--- src/rtl/axi_tlb_lookup.sv ---
// Shared AW/AR translation lookup: one comparator bank, round-robin
// arbitration, and a registered hit/address result slot per side.
module axi_tlb_lookup #(
  parameter int unsigned InpAddrWidth = 32,
  parameter int unsigned OupAddrWidth = 32,
  parameter int unsigned NumEntries   = 4,
  parameter int unsigned PageWidth    = 12,
  localparam int unsigned IPW = InpAddrWidth - PageWidth,
  localparam int unsigned OPW = OupAddrWidth - PageWidth,
  localparam int unsigned EW  = 2 + 2 * IPW + OPW
) (
  input  logic                       clk_i,
  input  logic                       rst_i,
  input  logic [InpAddrWidth-1:0]    wr_req_addr_i,
  input  logic                       wr_req_valid_i,
  output logic                       wr_req_ready_o,
  output logic                       wr_res_hit_o,
  output logic [OupAddrWidth-1:0]    wr_res_addr_o,
  output logic                       wr_res_valid_o,
  input  logic                       wr_res_ready_i,
  input  logic [InpAddrWidth-1:0]    rd_req_addr_i,
  input  logic                       rd_req_valid_i,
  output logic                       rd_req_ready_o,
  output logic                       rd_res_hit_o,
  output logic [OupAddrWidth-1:0]    rd_res_addr_o,
  output logic                       rd_res_valid_o,
  input  logic                       rd_res_ready_i,
  input  logic [NumEntries*EW-1:0]   entries_i
);

  typedef struct packed {
    logic           valid;
    logic           read_only;
    logic [IPW-1:0] first;
    logic [IPW-1:0] last;
    logic [OPW-1:0] base;
  } entry_t;

  typedef enum logic {
    RR_WR = 1'b0,
    RR_RD = 1'b1
  } rr_e;

  rr_e                     r_rr;
  logic                    r_wr_valid;
  logic                    r_wr_hit;
  logic [OupAddrWidth-1:0] r_wr_addr;
  logic                    r_rd_valid;
  logic                    r_rd_hit;
  logic [OupAddrWidth-1:0] r_rd_addr;

  entry_t                  w_ent   [NumEntries];
  logic                    w_match [NumEntries];
  logic [IPW-1:0]          w_diff  [NumEntries];
  logic [OPW-1:0]          w_xlat  [NumEntries];

  logic                    w_wr_elig;
  logic                    w_rd_elig;
  logic                    w_gnt_wr;
  logic                    w_gnt_rd;
  logic [InpAddrWidth-1:0] w_lk_addr;
  logic                    w_lk_wr;
  logic [IPW-1:0]          w_page;
  logic                    w_hit;
  logic [OupAddrWidth-1:0] w_out;

  // A slot is free when empty or being drained this very cycle.
  always_comb begin
    w_wr_elig = !rst_i && wr_req_valid_i
                && (!r_wr_valid || wr_res_ready_i);
    w_rd_elig = !rst_i && rd_req_valid_i
                && (!r_rd_valid || rd_res_ready_i);
    w_gnt_wr  = w_wr_elig && (!w_rd_elig || r_rr == RR_WR);
    w_gnt_rd  = w_rd_elig && (!w_wr_elig || r_rr == RR_RD);
  end

  assign wr_req_ready_o = w_gnt_wr;
  assign rd_req_ready_o = w_gnt_rd;

  always_comb begin
    w_lk_addr = w_gnt_rd ? rd_req_addr_i : wr_req_addr_i;
    w_lk_wr   = !w_gnt_rd;
    w_page    = w_lk_addr[InpAddrWidth-1:PageWidth];
  end

  always_comb begin
    for (int i = 0; i < int'(NumEntries); i++) begin
      w_ent[i]   = entry_t'(entries_i[i*EW +: EW]);
      w_match[i] = w_ent[i].valid
                   && (w_page >= w_ent[i].first)
                   && (w_page <= w_ent[i].last)
                   && !(w_lk_wr && w_ent[i].read_only);
      w_diff[i]  = w_page - w_ent[i].first;
      w_xlat[i]  = w_ent[i].base + OPW'(w_diff[i]);
    end
  end

  // Scan from the top so the lowest matching index wins.
  always_comb begin
    w_hit = 1'b0;
    w_out = '0;
    for (int i = int'(NumEntries) - 1; i >= 0; i--) begin
      if (w_match[i]) begin
        w_hit = 1'b1;
        w_out = {w_xlat[i], w_lk_addr[PageWidth-1:0]};
      end
    end
  end

  always_ff @(posedge clk_i) begin
    if (rst_i) begin
      r_rr       <= RR_WR;
      r_wr_valid <= 1'b0;
      r_wr_hit   <= 1'b0;
      r_wr_addr  <= '0;
      r_rd_valid <= 1'b0;
      r_rd_hit   <= 1'b0;
      r_rd_addr  <= '0;
    end else begin
      if (w_wr_elig && w_rd_elig) begin
        r_rr <= (r_rr == RR_WR) ? RR_RD : RR_WR;
      end
      if (w_gnt_wr) begin
        r_wr_valid <= 1'b1;
        r_wr_hit   <= w_hit;
        r_wr_addr  <= w_out;
      end else if (wr_res_ready_i) begin
        r_wr_valid <= 1'b0;
      end
      if (w_gnt_rd) begin
        r_rd_valid <= 1'b1;
        r_rd_hit   <= w_hit;
        r_rd_addr  <= w_out;
      end else if (rd_res_ready_i) begin
        r_rd_valid <= 1'b0;
      end
    end
  end

  assign wr_res_valid_o = r_wr_valid;
  assign wr_res_hit_o   = r_wr_hit;
  assign wr_res_addr_o  = r_wr_addr;
  assign rd_res_valid_o = r_rd_valid;
  assign rd_res_hit_o   = r_rd_hit;
  assign rd_res_addr_o  = r_rd_addr;

endmodule

--- config.mk ---
export PLATFORM = sky130hd
export DESIGN_NAME = axi_tlb_lookup
export DESIGN_NICKNAME = d
export VERILOG_FILES = /design/src/rtl/axi_tlb_lookup.sv
export SDC_FILE = /design/constraint.sdc
export NUM_CORES = 1
export LEC_CHECK = 0
export CORE_UTILIZATION = 50
export CTS_BUF_LIST = sky130_fd_sc_hd__clkbuf_8
export DETAILED_ROUTE_END_ITERATION = 8
export HOLD_SLACK_MARGIN = 0.03
export PLACE_DENSITY = 0.84
export SETUP_SLACK_MARGIN = 0.4
export SLEW_MARGIN = 10
export SYNTH_ARGS = -nofsm -noshare
export SYNTH_HDL_FRONTEND = slang
export SYNTH_SLANG_ARGS = --single-unit
export TNS_END_PERCENT = 5
--- constraint.sdc ---
create_clock -name clk_i -period 7.1 [get_ports clk_i]
set_clock_uncertainty 0.1 [all_clocks]
set_input_delay 1.775 -clock clk_i [delete_from_list [all_inputs] [get_ports clk_i]]
set_output_delay 1.775 -clock clk_i [all_outputs]
set_load 0.1 [all_outputs]
======== Word level (Yosys, flattened, before mapping) ========
Index checks and enable logic that the tools add are counted.
cells by class
  add/sub/neg operators ................... 8
  bitwise gates (word level) .............. 1
  reduce and logical (&&, ||, !) cells .... 39
  $lt $le $gt $ge ......................... 8
  multiplexer cells ....................... 14
operators with widths
  operator           number
  $mux 32            5
  $add 20x20->20     4
  $ge 20x20->1       4
  $le 20x20->1       4
  $sub 20x20->20     4
  $logic_and 1x1->1  23
  $logic_not 1->1    10
  $mux 1             9
  $logic_or 1x1->1   4
  $reduce_bool 2->1  2
  $not 1->1          1
storage, ports and cells
  register bits after elaboration ......... 69
  output and inout bits ................... 70

======== Logic depth before layout (Yosys ltp) ========
  depth in word-level cells ............... 15
  mapped depth ............................ 23
  depth with buffers taken out ............ 19

======== Least setup slack after synthesis ========
No wires, ideal clock.
  path type ............................... in2reg
  from .................................... input rd_res_ready_i
  to ...................................... register r_rd_addr[31], in the netlist rd_res_addr_o[31]
  slack ................................... -0.110 ns
  arrival ................................. 7.040 ns
  library setup time ...................... 0.071 ns
  stages .................................. 21
  buffers on the path ..................... 3
  cell sequence ........................... nand2b_2 > and3_4 > nand2_1 > inv_2 > buf_2 > buf_1 > buf_1 > nand2_1 > nand2_1 > fa_1 > ha_1 > and3_1 > a221o_1 > a22oi_1 > a31oi_1 > a21bo_2 > a31oi_1 > xnor2_1 > nand3_1 > a221o_1 > o21bai_1
between the ends
  word-level cells in the longest chain between the ends .. 12
ends and longest elaborated chain
  what                                                                    line  RTL
  start: declaration                                                      27    input logic rd_res_ready_i,
  $logic_or 1x1->1 (*)                                                    72    && (!r_rd_valid || rd_res_ready_i);
  $logic_and 1x1->1 (*)                                                   72
  $logic_and 1x1->1 (*)                                                   74    w_gnt_rd = w_rd_elig && (!w_wr_elig || r_rr == RR_RD);
  net rd_req_ready_o                                                      23    output logic rd_req_ready_o,
  parallel branches: the longest is 9 deep, another holds $sub 20x20->20  -
  end signal: assignment                                                  133   r_rd_addr <= w_out;
  end: declaration                                                        50    logic [OupAddrWidth-1:0] r_rd_addr;
Mark *: on every way through the listed nets, which the timed path passes.
A chain may end at the register's enable or synchronous reset.

======== Final worst setup path ========
  from .................................... input rd_res_ready_i
  to ...................................... register r_rd_addr[2], in the netlist rd_res_addr_o[2]
between the ends
  word-level cells in the longest chain between the ends .. 12
ends and longest elaborated chain
  what                   line  RTL
  $logic_or 1x1->1 (*)   72
  $logic_and 1x1->1 (*)  72
  $logic_and 1x1->1 (*)  74
  $mux 32                81    w_lk_addr = w_gnt_rd ? rd_req_addr_i : wr_req_addr_i;
  $ge 20x20->1           90    && (w_page >= w_ent[i].first)
  $logic_and 1x1->1      90
  $logic_and 1x1->1      91    && (w_page <= w_ent[i].last)
  $logic_and 1x1->1      92    && !(w_lk_wr && w_ent[i].read_only);
  $mux 32 (4 in series)  103   if (w_match[i]) begin
Every way passes the cells marked *; elsewhere a longest branch is shown, timed or not.

==> flow_summary.toml <==
[run_status]
outcome = "finished, final reports clean"

[grt]
antenna_found_initial = 0
grt_pass1_vias = 14000
grt-ovfl-total = 0
grt_pass1_wl_um = 75000
grt_max_degree = 55
grt.total_usage = 0.367

[timing]
slew_violations = 0
period_share = 0.938
finalSetupViolCount = 0
worst_pin_slew_ps = 1020
whs_ps = 352
hold_viol_final = 0
relSlewSlack = 0.316
fin_crit_ps = 6660
rsz0062_at_grt = "true"
max_freq_ghz = 0.150
setup_ws_ps = 438

[floorplan]
io_pins = 388
design.core.area_um2 = 25400
die_area_um2 = 26800
die_x_um = 164
die_y_um = 164
start_util = 0.515
rows = 58

[logic_synthesis]
synth-compound-area-share = 0.244
syn-cell-area_um2 = 13100
yosys.cell_types.count = 88
synth_top_family_by_area = "adder cells"
synthXorXnorAreaFrac = 0.0496
ys_ff_latch = 69
syn_nets = 2300
yosys_warnings = 0
synth.area.top_cells = "ha_1 (22%), fa_1 (12%), dfxtp_1 (11%)"
yosysTopAreaCell = "ha_1"
synthAdderAreaFrac = 0.338
synthMuxAreaShare = 0.00871
synth.avg_cell_area_um2 = 7.80
synthCells = 1676
synth-edff-count = 0
async_flop_share = 0
synth_top_area_share = 0.220
synthFlopType = "dfxtp_1"
ys_seq_area_frac = 0.106
synth-simple-area-share = 0.150

[final_layout]
diodes = 0
finalInstanceArea_um2 = 17800
n_fill_cell = 2080
finalNetCount = 2697
syn2layout_area_growth_pct = 35.8
multi_input_area_um2 = 10400
regArea_um2 = 1380
drive_above_1_share = 0.0544
final_cells = 2407

[routing]
wl_per_cell_um = 20.8
vias = 14200
drtIter0Drc = 1354
drc = 0
avgViaCountPerCell = 5.89
drt_pass1_iterations = 8
drt_wl_total_um = 50100
antenna_left = 0

[clocking]
cts_resized = 2
clockBufferDepth = 2
clock_latency_ps = 340
cts.clk_slew.worst_paths_ps = 70
post_cts_buffers = 0
clock-sinks = 69
cts_max_level = 3
cts_root_buffer = "clkbuf_8"
cts_tree = "done"
hold_buffers = 0
numCtsBuffers = 9

[placed_design]
place_ws_ps = -102
place_inst = 2392
place_area_um2 = 17500
gp_congestion = 1.02
hpwl_um = 43700
io_buffer_count = 387

[worst_setup_path]
cp-end-kind = "register"
startpoint_type = "primary input"
crit_type = "in -> reg"
path_max_fanout = 26
cp.required_ps = 7210
worstPathArrival_ps = 6770

[power_and_ir_drop]
peakVddDrop_mv = 0.261
totalPowerFinal_mw = 2.82
powerDensity_nw_per_um2 = 159
p_leak_nw = 8.42

[job]
drv_cap = 0

[worst_hold_path]
hold_class = "reg -> reg"
per-stage QoR:
stage	TNS [ps]	utilization
2_1_floorplan	0	-
3_3_place_gp	0	0.689
3_5_place_dp	-191	0.689
4_1_cts	0	0.698
5_1_grt	0	0.699
6_report	0	0.699
path summary, 6_finish.rpt:
path                                         end  cells after the start  slack [ps]                      startpoint
hold reg to reg   rd_res_addr_o[11]$_SDFFE_PP0N_                      2         350  rd_res_addr_o[11]$_SDFFE_PP0N_
setup reg to reg   rd_res_addr_o[2]$_SDFFE_PP0N_                     18        2040     rd_res_valid_o$_SDFFE_PP0P_
setup / recovery   rd_res_addr_o[2]$_SDFFE_PP0N_                     19         440                  rd_res_ready_i
hold / removal    rd_res_addr_o[11]$_SDFFE_PP0N_                      2         350  rd_res_addr_o[11]$_SDFFE_PP0N_
sequential cells by signal, summed over array words and instances, names as in the netlist:
signal and count:
rd_res_addr_o 32, wr_res_addr_o 32, r_rr 1, rd_res_hit_o 1, rd_res_valid_o 1, wr_res_hit_o 1
wr_res_valid_o 1
placed cells by master, fill, tap and decap left out, types with 6 or more instances in the layout:
cell / Yosys / final
nand3_1: 48 / 48
o21ai_1: 18 / 19
clkbuf_8: 0 / 10
a22oi_2: 12 / 13
nand2_1: 121 / 120
xnor2_1: 50 / 50
fa_1: 76 / 76
nand4_1: 23 / 23
dfxtp_1: 69 / 69
a21o_1: 44 / 44
and4_1: 7 / 7
nor2_1: 71 / 71
nor3_1: 29 / 29
a31oi_1: 25 / 25
and3_1: 14 / 14
buf_4: 4 / 37
nand2b_1: 17 / 17
o21bai_1: 13 / 13
a2111oi_0: 7 / 6
a211oi_1: 22 / 22
or3_1: 7 / 7
xor2_1: 24 / 24
a221o_1: 10 / 10
a21oi_1: 137 / 137
o21a_1: 11 / 11
o21ai_0: 79 / 78
clkdlybuf4s50_1: 0 / 385
ha_1: 230 / 230
nor2b_1: 19 / 19
o211ai_1: 16 / 16
inv_1: 306 / 305
mux2i_1: 10 / 10
a211o_1: 8 / 8
kinds of logic (layout without fill, tap and decap cells):
kind of cell               count (synthesis)  in the layout
DFF                                       69             69
AOI/OAI and AO/OA                        474            474
and+or+nand+nor                          391            391
adders and majority gates                308            308
xor gates and xnor gates                  74             74
buffers and inverters                    349            750
muxes                                     11             11
worst max-delay path: stages:
cell and delay (ps):
clkdlybuf4s50_1 400, nand2b_2 230, and3_4 250, nand2_2 240
buf_4 250, mux2i_1 350, inv_1 160, buf_4 210
ha_1 300, nand4_1 210, nor4_2 460, nand3_1 200
a211o_1 340, a21oi_4 340, o21ai_4 170, or3_1 420
buf_12 210, nand3_1 110, a21oi_1 90
layout make-up:
class                      count  area share
clock buffer                  10     0.00775
multi-input combinational   1258       0.585
timing repair buffer         426       0.237
inverter                     309      0.0654
clock inverter                 5     0.00423
tap                          330      0.0232
sequential                    69      0.0778
Yosys cell counts, types with 8 or more instances:
| library cell | number |
|---|---|
| nor2_1 | 71 |
| o21bai_1 | 13 |
| nand3_1 | 48 |
| a221o_1 | 10 |
| inv_1 | 306 |
| ha_1 | 230 |
| nand2_1 | 121 |
| o211ai_1 | 16 |
| clkbuf_1 | 22 |
| o21ai_0 | 79 |
| a31oi_1 | 25 |
| nand2b_1 | 17 |
| a211o_1 | 8 |
| dfxtp_1 | 69 |
| and3_1 | 14 |
| a22oi_2 | 12 |
| o21a_1 | 11 |
| nand4_1 | 23 |
| nor3_1 | 29 |
| xor2_1 | 24 |
| xnor2_1 | 50 |
| a21o_1 | 44 |
| nor2b_1 | 19 |
| mux2i_1 | 10 |
| o21ai_1 | 18 |
| fa_1 | 76 |
| a211oi_1 | 22 |
| a21oi_1 | 137 |
where the power goes:
part | total (mW) | internal (mW) | switching (mW) | leakage, nW
Sequential | 0.430 | 0.412 | 0.0180 | 0.560
Combinational | 2.04 | 0.843 | 1.20 | 7.75
Clock | 0.348 | 0.204 | 0.145 | 0.112
routing by layer:
layer  global-route usage  vias to the layer above  share of wire
met4                0.153                        0          0.040
met1                0.456                     6685           0.40
met5                    0                        -              0
met2                0.645                      739           0.47
met3               0.0346                      102          0.085
li1                     -                     6641              -
(Power assumes the default switching activity.)
